**src/rtl/seq_alu_pkg.sv**
```systemverilog
// seq_alu_pkg: shared definitions for the sequential ALU.
//   op_e      - opcode encoding carried on the 3-bit op port
//   state_e   - control FSM states (IDLE, CALC, DONE)
//   FLAG_*    - bit positions of flags inside the packed flag register
//   is_iterative() - true when an op needs the multi-cycle MUL/DIV datapath
package seq_alu_pkg;

    typedef enum logic [2:0] {
        OP_ADD    = 3'd0,
        OP_SUB    = 3'd1,
        OP_MUL    = 3'd2,
        OP_DIV    = 3'd3,
        OP_AND    = 3'd4,
        OP_OR     = 3'd5,
        OP_XOR    = 3'd6,
        OP_PASS_A = 3'd7
    } op_e;

    typedef enum logic [1:0] {
        ST_IDLE = 2'd0,
        ST_CALC = 2'd1,
        ST_DONE = 2'd2
    } state_e;

    localparam int FLAG_C    = 0;
    localparam int FLAG_Z    = 1;
    localparam int FLAG_DZ   = 2;
    localparam int NUM_FLAGS = 3;

    // Divide by zero is answered immediately, so only a real division
    // (and every multiply) takes the iterative path.
    function automatic logic is_iterative(input op_e opc, input logic b_zero);
        return (opc == OP_MUL) || ((opc == OP_DIV) && !b_zero);
    endfunction

endpackage

```
**src/rtl/seq_alu_muldiv.sv**
```systemverilog
// seq_alu_muldiv: iterative multiply / divide datapath, one bit per step.
//   clk, rst     - clock, synchronous active-low reset
//   start        - load operands and clear the step counter
//   step         - advance one bit (caller only steps while enabled)
//   is_div       - sampled with start: 1 = restoring divide, 0 = shift-add multiply
//   a, b         - operands sampled with start
//   done         - high during the final step
//   nxt_lo/hi    - value the partial registers take on this step; on the
//                  final step this is the finished result
// MUL: {hi,lo} starts as {0,a}; each step adds b to hi when lo[0] is set and
//      shifts the pair right, leaving the 2*WIDTH product.
// DIV: {hi,lo} starts as {0,a}; each step shifts the next dividend bit into
//      the remainder and keeps the subtraction only if it does not go negative.
//      lo ends as the quotient, hi as the remainder.
module seq_alu_muldiv #(
    parameter int WIDTH = 8
) (
    input  logic             clk,
    input  logic             rst,
    input  logic             start,
    input  logic             step,
    input  logic             is_div,
    input  logic [WIDTH-1:0] a,
    input  logic [WIDTH-1:0] b,
    output logic             done,
    output logic [WIDTH-1:0] nxt_lo,
    output logic [WIDTH-1:0] nxt_hi
);

    localparam int CW = $clog2(WIDTH + 1);
    localparam logic [CW-1:0] LAST_STEP = CW'(WIDTH - 1);

    logic [WIDTH-1:0] hi_q;
    logic [WIDTH-1:0] lo_q;
    logic [WIDTH-1:0] b_q;
    logic             div_q;
    logic [CW-1:0]    cnt_q;

    logic [WIDTH:0]   mul_sum;
    logic [WIDTH:0]   rem_sh;
    logic [WIDTH:0]   rem_diff;

    always_comb begin
        mul_sum  = {1'b0, hi_q} + (lo_q[0] ? {1'b0, b_q} : '0);
        rem_sh   = {hi_q, lo_q[WIDTH-1]};
        rem_diff = rem_sh - {1'b0, b_q};
        nxt_hi   = '0;
        nxt_lo   = '0;
        if (div_q) begin
            // Top bit of the difference set means the trial subtraction underflowed.
            if (!rem_diff[WIDTH]) begin
                nxt_hi = rem_diff[WIDTH-1:0];
                nxt_lo = {lo_q[WIDTH-2:0], 1'b1};
            end else begin
                nxt_hi = rem_sh[WIDTH-1:0];
                nxt_lo = {lo_q[WIDTH-2:0], 1'b0};
            end
        end else begin
            nxt_hi = mul_sum[WIDTH:1];
            nxt_lo = {mul_sum[0], lo_q[WIDTH-1:1]};
        end
        done = step && (cnt_q == LAST_STEP);
    end

    always_ff @(posedge clk) begin
        if (!rst) begin
            hi_q  <= '0;
            lo_q  <= '0;
            b_q   <= '0;
            div_q <= 1'b0;
            cnt_q <= '0;
        end else if (start) begin
            hi_q  <= '0;
            lo_q  <= a;
            b_q   <= b;
            div_q <= is_div;
            cnt_q <= '0;
        end else if (step) begin
            hi_q  <= nxt_hi;
            lo_q  <= nxt_lo;
            cnt_q <= done ? '0 : cnt_q + CW'(1);
        end
    end

endmodule

```
**src/rtl/seq_alu.sv**
```systemverilog
// seq_alu: sequential ALU with request/result handshakes.
//   clk, rst            - clock, synchronous active-low reset
//   ena                 - global enable; 0 freezes every register
//   in_valid, in_ready  - request handshake (op, a, b)
//   out_valid, out_ready- result handshake (res_lo, res_hi, flag_*)
//   op                  - 0 ADD 1 SUB 2 MUL 3 DIV 4 AND 5 OR 6 XOR 7 PASS_A
//   res_lo / res_hi     - low result / product high or remainder
//   flag_c, flag_z, flag_dz - carry-or-borrow, zero, divide-by-zero
//
// Handshakes: a transfer happens on a rising edge where valid and ready are
// both 1. in_ready is 1 only in IDLE with ena=1; out_valid is 1 only in DONE.
// Requests are never overlapped: in_ready stays 0 in DONE even while the
// result is being taken, so the next request lands the cycle afterwards.
// Results and flags are registered and hold steady until taken.
module seq_alu
    import seq_alu_pkg::*;
#(
    parameter int WIDTH = 8
) (
    input  logic             clk,
    input  logic             rst,
    input  logic             ena,
    input  logic             in_valid,
    output logic             in_ready,
    input  logic [2:0]       op,
    input  logic [WIDTH-1:0] a,
    input  logic [WIDTH-1:0] b,
    output logic             out_valid,
    input  logic             out_ready,
    output logic [WIDTH-1:0] res_lo,
    output logic [WIDTH-1:0] res_hi,
    output logic             flag_c,
    output logic             flag_z,
    output logic             flag_dz
);

    state_e state_q, state_d;

    op_e                  opc;
    logic                 b_zero;
    logic                 accept;
    logic                 long_op;
    logic                 md_start;
    logic                 md_step;
    logic                 md_done;
    logic [WIDTH-1:0]     md_lo;
    logic [WIDTH-1:0]     md_hi;
    logic [WIDTH-1:0]     sc_lo;
    logic [WIDTH-1:0]     sc_hi;
    logic [WIDTH:0]       sc_wide;
    logic [NUM_FLAGS-1:0] sc_flags;
    logic [NUM_FLAGS-1:0] md_flags;
    logic [NUM_FLAGS-1:0] flags_q;

    // Single-cycle results, computed straight from the request operands.
    always_comb begin
        opc      = op_e'(op);
        b_zero   = (b == '0);
        long_op  = is_iterative(opc, b_zero);
        sc_lo    = '0;
        sc_hi    = '0;
        sc_wide  = '0;
        sc_flags = '0;
        case (opc)
            OP_ADD: begin
                sc_wide          = {1'b0, a} + {1'b0, b};
                sc_lo            = sc_wide[WIDTH-1:0];
                sc_flags[FLAG_C] = sc_wide[WIDTH];
            end
            OP_SUB: begin
                // The wrapped top bit of the extended difference is the borrow.
                sc_wide          = {1'b0, a} - {1'b0, b};
                sc_lo            = sc_wide[WIDTH-1:0];
                sc_flags[FLAG_C] = sc_wide[WIDTH];
            end
            OP_DIV: begin
                sc_lo             = '1;
                sc_hi             = a;
                sc_flags[FLAG_DZ] = 1'b1;
            end
            OP_AND:    sc_lo = a & b;
            OP_OR:     sc_lo = a | b;
            OP_XOR:    sc_lo = a ^ b;
            OP_PASS_A: sc_lo = a;
            default:   sc_lo = '0;
        endcase
        sc_flags[FLAG_Z] = (sc_lo == '0) && (sc_hi == '0);

        md_flags          = '0;
        md_flags[FLAG_Z]  = (md_lo == '0) && (md_hi == '0);
    end

    // Control FSM: next state and datapath strobes.
    always_comb begin
        state_d  = state_q;
        in_ready = (state_q == ST_IDLE) && ena;
        accept   = in_valid && in_ready;
        md_start = 1'b0;
        md_step  = 1'b0;
        case (state_q)
            ST_IDLE: begin
                if (accept) begin
                    md_start = long_op;
                    state_d  = long_op ? ST_CALC : ST_DONE;
                end
            end
            ST_CALC: begin
                md_step = ena;
                if (md_done) state_d = ST_DONE;
            end
            ST_DONE: begin
                if (ena && out_ready) state_d = ST_IDLE;
            end
            default: state_d = ST_IDLE;
        endcase
    end

    always_ff @(posedge clk) begin
        if (!rst) begin
            state_q   <= ST_IDLE;
            out_valid <= 1'b0;
            res_lo    <= '0;
            res_hi    <= '0;
            flags_q   <= '0;
        end else if (ena) begin
            state_q <= state_d;
            if (accept && !long_op) begin
                res_lo    <= sc_lo;
                res_hi    <= sc_hi;
                flags_q   <= sc_flags;
                out_valid <= 1'b1;
            end else if (md_done) begin
                res_lo    <= md_lo;
                res_hi    <= md_hi;
                flags_q   <= md_flags;
                out_valid <= 1'b1;
            end else if ((state_q == ST_DONE) && out_ready) begin
                out_valid <= 1'b0;
            end
        end
    end

    assign flag_c  = flags_q[FLAG_C];
    assign flag_z  = flags_q[FLAG_Z];
    assign flag_dz = flags_q[FLAG_DZ];

    seq_alu_muldiv #(
        .WIDTH (WIDTH)
    ) u_muldiv (
        .clk    (clk),
        .rst    (rst),
        .start  (md_start),
        .step   (md_step),
        .is_div (opc == OP_DIV),
        .a      (a),
        .b      (b),
        .done   (md_done),
        .nxt_lo (md_lo),
        .nxt_hi (md_hi)
    );

endmodule

```
**config.mk**
```make
export PLATFORM = sky130hd
export DESIGN_NAME = seq_alu
export DESIGN_NICKNAME = d
export VERILOG_FILES = /design/src/rtl/seq_alu_pkg.sv /design/src/rtl/seq_alu_muldiv.sv /design/src/rtl/seq_alu.sv
export SDC_FILE = /design/constraint.sdc
export NUM_CORES = 1
export LEC_CHECK = 0
export CORE_ASPECT_RATIO = 2
export CORE_MARGIN = 2
export CORE_UTILIZATION = 40
export CTS_BUF_LIST = sky130_fd_sc_hd__clkbuf_4 sky130_fd_sc_hd__clkbuf_8
export CTS_CLUSTER_DIAMETER = 80
export CTS_CLUSTER_SIZE = 28
export DETAILED_ROUTE_END_ITERATION = 6
export HOLD_SLACK_MARGIN = 0.08
export SKIP_CTS_REPAIR_TIMING = 1
export SLEW_MARGIN = 15
export SYNTH_ARGS = -nofsm -noshare
export SYNTH_HDL_FRONTEND = slang
export SYNTH_SLANG_ARGS = --single-unit
```
**constraint.sdc**
```tcl
create_clock -name clk -period 3.15 [get_ports clk]
set_clock_uncertainty 0.1 [all_clocks]
set_input_delay 0.7875 -clock clk [delete_from_list [all_inputs] [get_ports clk]]
set_output_delay 0.7875 -clock clk [all_outputs]
set_load 0.02 [all_outputs]
```
==> results of run 1 <==
worst reg2reg max path, cell delays in order (launching register included):
cell     delay (ns)
dfxtp_2        0.34
inv_1          0.07
ha_2           0.18
fa_2           0.22
nor2b_2        0.05
o31a_1         0.37
o311a_4        0.36
nor2_4         0.25
mux2i_1        0.27
o22ai_1        0.14
or3_4          0.42
o31ai_2        0.24
path summary, 6_finish.rpt:
| path | slack [ns] | start | end |
|---|---|---|---|
| hold / removal | 0.38 | out_valid | out_valid |
| setup / recovery | 0.04 | u_muldiv.lo_q[7] | flags_q[1] |
| setup reg to reg | 0.04 | u_muldiv.lo_q[7] | flags_q[1] |
| hold reg to reg | 0.38 | out_valid | out_valid |
synthesized netlist by cell type (5+ instances only):
| library cell | n | share of area |
|---|---|---|
| a211o_1 | 7 | 0.014 |
| a211oi_1 | 14 | 0.024 |
| a21oi_1 | 50 | 0.057 |
| a221oi_1 | 7 | 0.014 |
| a31oi_1 | 5 | 0.0071 |
| and2_1 | 9 | 0.013 |
| and3_1 | 5 | 0.0071 |
| clkbuf_1 | 26 | 0.022 |
| dfxtp_1 | 51 | 0.23 |
| ha_1 | 41 | 0.12 |
| inv_1 | 39 | 0.033 |
| mux2i_1 | 23 | 0.053 |
| nand2_1 | 48 | 0.041 |
| nand2b_1 | 7 | 0.010 |
| nand3_1 | 6 | 0.0069 |
| nand3b_1 | 6 | 0.010 |
| nor2_1 | 72 | 0.062 |
| nor2b_1 | 9 | 0.013 |
| nor3_1 | 9 | 0.010 |
| o211ai_1 | 8 | 0.014 |
| o21a_1 | 9 | 0.015 |
| o21ai_0 | 27 | 0.031 |
| o21bai_1 | 7 | 0.012 |
| or2_2 | 5 | 0.0071 |
| or3_1 | 6 | 0.0086 |
| xnor2_1 | 5 | 0.010 |
routing by layer:
layer | up-vias | GRT usage | share of wire
met5 | - | 0 | 0
li1 | 2323 | - | -
met1 | 2289 | 0.245 | 0.33
met2 | 131 | 0.540 | 0.58
met3 | 53 | 0.0190 | 0.025
met4 | 0 | 0.185 | 0.068
area by class of cell:
type	instances	share of cell area
Sequential cell	51	0.168
Multi-Input combinational cell	452	0.540
Inverter	40	0.0246
Clock inverter	2	0.00205
Clock buffer	6	0.0125
Tap cell	140	0.0287
Timing Repair Buffer	156	0.224
per-stage QoR:
step | cell area, µm² | TNS (ns) | hold slack [ns] | util
floorplan | 4380 | 0 | 0.353 | -
global placement | 5770 | -4.87 | 0.359 | 0.534
detailed placement | 5770 | -5.71 | 0.370 | 0.534
CTS | 5860 | -2.31 | 0.385 | 0.542
global route | 6100 | -0.0367 | 0.402 | 0.564
finish | 6100 | 0 | 0.379 | 0.564
sequential cells by signal, indices dropped and copies added, names as in the netlist:
signal	count
out_valid	1
u_muldiv.hi_q	8
u_muldiv.div_q	1
state_q	2
flags_q	3
res_lo	8
res_hi	8
u_muldiv.lo_q	8
u_muldiv.b_q	8
u_muldiv.cnt_q	4
power by group through the flow:
stage	logic [µW]	clock network (µW)	registers [µW]
CTS	568	396	681
global route	651	421	684
detailed placement	566	0	696
finish	609	392	682
global placement	559	0	696
floorplan	269	0	704
cells by family (layout without fill, tap and decap cells):
kind of cell,after synthesis,count (layout),share of synthesized area
simple gates,198,198,0.218
compound gates,173,173,0.268
buf+inv,70,204,0.0617
flops,51,51,0.233
fa+ha+maj,45,45,0.136
mux,27,27,0.0655
xor+xnor,9,9,0.0180
==> PnR_summary.wiki, run 1 <==
{| class="wikitable"
! Metric !! Value
|-
| Final period util || 0.988
|-
| Clk Latency, worst-skew pair || 0.32 ns
|-
| Highest clock rate || 0.321 GHz
|-
| Number of setup violations in the final report || 0
|-
| Detailed-route wire length per cell || 19.1 µm
|-
| Buffer cell driving the clock tree root || clkbuf_8
|-
| Distinct cells, synth || 66
|-
| Worst Path Max Fanout || 7
|-
| First-iteration detailed-routing DRC count || 248
|-
| Placed Cells || 838
|-
| Standard cell core area || 10800 µm²
|-
| Leading cell type in the layout, fill and taps excluded || buf_4
|-
| Combined area of the multi-input logic cells || 3290 µm²
|-
| Seq/Total Area, Yosys || 0.233
|-
| Layout cells sized above 1 || 0.243
|-
| Bufs and invs on worst path || 1
|-
| Syn Area/Cell || 7.64 µm²
|-
| FF+latch area || 1020 µm²
|-
| Row count || 54
|-
| Number of synthesized register bits || 51
|-
| Total power || 1680 µW
|-
| Inserted Diodes || 0
|-
| Number of I/O pins || 45
|-
| WP data required || 3.28 ns
|-
| Sinks on Clock Net || 51
|-
| Clock input transition at the sequential cells of the worst setup and hold paths || 0.09 ns
|-
| RSZ-0062 raised after global routing || true
|-
| Congestion Overflow GR || 0
|-
| Number of cells produced by synthesis || 573
|-
| Number of antenna violations at the first check in global routing || 0
|-
| Slowest stage cell, crit path || or3_4
|-
| CTS tree || built
|-
| Height of the die || 152 µm
|-
| Status || finished clean
|-
| GR Util All Layers || 0.270
|-
| Power per standard cell area || 276 nW/µm²
|-
| YS warnings || 0
|-
| Min-Delay Path Class || register to register
|-
| CP endpoint kind || register
|-
| Dominant delay contributor by cell family on the critical path || compound AO/OA/AOI/OAI gates
|-
| Growth of design area from synthesis to finish || 39.3%
|-
| Pre-antenna DRT Iters || 4
|-
| Final Critical Period || 3.11 ns
|-
| Initial Util || 0.405
|-
| Worst setup slack after placement || -0.891 ns
|-
| Detailed placement HPWL || 13200 µm
|-
| Number of enable-type register cells in the synthesized netlist || 0
|-
| Power share of the sequential group || 0.405
|-
| Fillers || 1046
|-
| Detailed-route DRC error count || 0
|-
| Clock buffers created by TritonCTS || 5
|-
| Maximum clock insertion buffer count || 2
|-
| Total Die Area || 11800 µm²
|-
| Mapped Area || 4380 µm²
|-
| Final weighted congestion of routability-driven global placement || 0.920
|-
| Synth Net Count || 642
|-
| Number of nets in the layout || 775
|-
| H-Tree Depth || 2
|-
| Most frequent cells in the layout || 107 x buf_4, 72 x nor2_1, 50 x dfxtp_1
|-
| Slew margin rel. || 0.553
|-
| Post-route ant nets || 0
|-
| Internal Dissipation || 1120 µW
|-
| Via density per instance || 5.66
|-
| Number of stages on the worst setup path || 11
|-
| Worst setup path class || register to register
|-
| Proportion of total power due to net switching || 0.332
|-
| Largest net degree at the start of global routing || 37
|-
| Flip-flop cell with the highest count after synthesis || dfxtp_1
|-
| Pin slew with the least headroom to its limit || 0.670 ns
|-
| Hold path cells || 2
|-
| Leakage power || 0.00258 µW
|-
| Max rail drop VDD || 0.152 mV
|-
| Max Cap Viol || 0
|-
| Gate power share || 0.362
|-
| Die extent in x || 78.0 µm
|-
| Vias in the first global route || 4912
|-
| Worst-path cell chain || inv_1, ha_2, fa_2, nor2b_2, o31a_1, o311a_4, nor2_4, mux2i_1, o22ai_1, or3_4, o31ai_2
|-
| Kind of start point of the critical path || register
|-
| Part of the total power dissipated in the clock network || 0.233
|-
| Filler-free cell count of the finished design || 847
|-
| Routed WL || 16200 µm
|-
| Crit path setup slack, layout || 0.0392 ns
|-
| Async set-or-reset flop fraction in the synthesized netlist || 0
|-
| Psw || 558 µW
|-
| Final Max Slew Viols || 0
|-
| Number of buffers added on ports || 44
|-
| Final Hold Viols || 0
|-
| DR vias || 4796
|-
| Global-route wire length before repair || 24900 µm
|-
| CP Data Arrival Time || 3.24 ns
|-
| Worst R2R Path Depth || 11
|-
| Largest incremental delay on the critical path || 0.42 ns
|}
No activity file was read; power rests on OpenSTA's default activity.
==> run 2: changes to the inputs <==
CORE_ASPECT_RATIO = default   (was 2)
CORE_MARGIN = default   (was 2)
==> run 2 against run 1 <==
Highest routed layer unchanged. Power increased by 9.4%. Maximum frequency decreased by 1.3%. Critical path depth rose by 1. Largest cell class unchanged. Utilization increased by 2.8 points. Flip-flop and latch count did not move. The flow now finishes with violations (setup timing).
==> PnR_summary.wiki, run 2 (synthesis gave the netlist of run 1 again) <==
{| class="wikitable"
! Metric !! Value
|-
| Status || finished with violations
|-
| Failing checks || setup timing
|-
| Height of the die || 107 µm (-30%)
|-
| Inserted Diodes || 0 (unchanged)
|-
| Power per standard cell area || 297 nW/µm² (+7.7%)
|-
| Initial Util || 0.418 (+0.0135)
|-
| Via density per instance || 5.58 (-1.4%)
|-
| Number of antenna violations at the first check in global routing || 0 (unchanged)
|-
| Crit path setup slack, layout || -0.00180 ns (-0.0410 ns)
|-
| Final weighted congestion of routability-driven global placement || 0.923 (+0.34%)
|-
| Max Cap Viol || 0 (unchanged)
|-
| Kind of start point of the critical path || primary input
|-
| H-Tree Depth || 2 (unchanged)
|-
| Growth of design area from synthesis to finish || 41.5%
|-
| Post-route setup TNS || -0.00180 ns (-0.00180 ns)
|-
| Area after detailed placement || 5790 µm² (+0.30%)
|-
| Slowest stage cell, crit path || a2111oi_0
|-
| Detailed-route DRC error count || 0 (unchanged)
|-
| Clock buffers created by TritonCTS || 5 (unchanged)
|-
| CTS tree || built
|-
| Max rail drop VDD || 0.243 mV (+60%)
|-
| CP endpoint kind || register
|-
| Final Max Slew Viols || 0 (unchanged)
|-
| Min-Delay Path Class || register to register
|-
| Highest clock rate || 0.317 GHz (-1.3%)
|-
| Pin slew with the least headroom to its limit || 0.718 ns (+0.0485 ns)
|-
| Clock input transition at the sequential cells of the worst setup and hold paths || 0.10 ns (about the same)
|-
| Post-route ant nets || 0 (unchanged)
|-
| RSZ-0062 raised after global routing || true
|-
| Hold path cells || 2 (unchanged)
|-
| Maximum clock insertion buffer count || 2 (unchanged)
|-
| Total Die Area || 11400 µm² (-4.1%)
|-
| Detailed-route wire length per cell || 17.3 µm (-9.2%)
|-
| Final period util || 1.00 (+0.0130)
|-
| Worst setup path class || primary input to register
|-
| Number of setup violations in the final report || 1 (+1)
|-
| Congestion Overflow GR || 0 (unchanged)
|-
| Number of nets in the layout || 785 (+1.3%)
|-
| Worst Path Max Fanout || 4 (-3)
|-
| GR Util All Layers || 0.264 (-0.00619)
|-
| Most frequent cells in the layout || 117 x buf_4, 72 x nor2_1, 49 x a21oi_1
|-
| Die extent in x || 107 µm (+37%)
|-
| Routed WL || 14800 µm (-8.6%)
|-
| Dominant delay contributor by cell family on the critical path || compound AO/OA/AOI/OAI gates
|-
| Fin area || 6190 µm² (+1.6%)
|-
| Largest net degree at the start of global routing || 37 (unchanged)
|-
| DR vias || 4763 (-0.69%)
|-
| Row count || 37 (-31%)
|-
| First-iteration detailed-routing DRC count || 265 (+6.9%)
|-
| Worst-path cell chain || clkdlybuf4s50_1, inv_1, ha_4, buf_4, xnor2_1, a2111oi_0, a221o_1, nor4_4, o2111ai_2, a2111oi_4, a21oi_1, o31ai_1
|-
| Worst R2R Path Depth || 12 (+1)
|-
| Largest incremental delay on the critical path || 0.63 ns (+0.21 ns)
|-
| WP data required || 3.25 ns (-0.03 ns)
|-
| Pre-antenna DRT Iters || 5 (+1)
|-
| Detailed placement HPWL || 11500 µm (-13%)
|-
| Final Hold Viols || 0 (unchanged)
|-
| Global-route wire length before repair || 23700 µm (-5.0%)
|-
| Leakage power || 0.00263 µW (+2.2%)
|-
| Bufs and invs on worst path || 3 (+2)
|-
| Number of buffers added on ports || 44 (unchanged)
|-
| Clk Latency, worst-skew pair || 0.31 ns (about the same)
|-
| Number of stages on the worst setup path || 12 (+1)
|-
| Layout cells sized above 1 || 0.252 (+0.00916)
|-
| Leading cell type in the layout, fill and taps excluded || buf_4
|-
| Slew margin rel. || 0.521 (-0.0324)
|-
| Number of I/O pins || 45 (unchanged)
|-
| Sinks on Clock Net || 51 (unchanged)
|-
| Total power || 1840 µW (+9.4%)
|-
| CP Data Arrival Time || 3.25 ns (about the same)
|-
| Vias in the first global route || 4707 (-4.2%)
|-
| Final standard cell utilization of the core || 0.592 (+0.0281)
|-
| Final Critical Period || 3.15 ns (+0.0410 ns)
|-
| Buffer cell driving the clock tree root || clkbuf_8
|-
| Standard cell core area || 10500 µm² (-3.2%)
|-
| Fillers || 1000 (-4.4%)
|}
==> run 2: final cells by class <==
type,count,area (µm²),share of cell area
Clock buffer,5,68.8,0.0111
Tap cell,136,170,0.0275
Sequential cell,51,1020,0.165
Inverter,40,150,0.0242
Multi-Input combinational cell,452,3300,0.533
Clock inverter,3,67.6,0.0109
Timing Repair Buffer,166,1410,0.228
==> run 2: worst reg2reg max path, stage by stage, from the launching register on <==
cell and delay [ns]:
dfxtp_2 0.34, inv_1 0.07, ha_2 0.21, fa_2 0.22, nor2b_2 0.05, o31a_1 0.36, o311a_4 0.35, nor2_4 0.19
buf_4 0.14, mux2i_1 0.17, o22ai_1 0.14, or3_1 0.44, o31ai_1 0.19
==> run 2: per-stage QoR <==
stage	setup WS [ns]	hold slack, ns	cells
after detailed placement	-0.826	0.352	842
after CTS	-0.545	0.363	850
final	-0.00180	0.361	853
after floorplan	0.0512	0.353	573
after global routing	-0.127	0.384	853
after global placement	-0.750	0.350	842
==> run 2: metal layers <==
metal / up-vias / part of all wire / global-route usage
met1: 2268 / 0.46 / 0.358
met5: - / 0 / 0
met3: 21 / 0.041 / 0.0292
li1: 2355 / - / -
met4: 0 / 0.019 / 0.0646
met2: 119 / 0.48 / 0.447
==> run 2: power breakdown <==
| part | internal, µW | total (µW) | leakage [µW] | switching, µW |
|---|---|---|---|---|
| combinational | 306 | 616 | 0.00216 | 310 |
| sequential | 663 | 679 | 0.000415 | 15.4 |
| clock | 317 | 545 | 0.0000644 | 228 |
| total | 1290 | 1840 | 0.00263 | 554 |
==> run 2: path summary, 6_finish.rpt <==
kind,startpoint,to,slack [ns]
worst max register to register,u_muldiv.lo_q[7],flags_q[1],0.11
worst min-delay path,out_valid,out_valid,0.36
worst max-delay path,a[2],flags_q[1],-0.002
worst min register to register,out_valid,out_valid,0.36
==> run 3: changes to the inputs <==
SLEW_MARGIN = default   (was 15)
==> results of run 3 <==
Same layout as run 2: the final DEF is identical, and so are final timing and power.
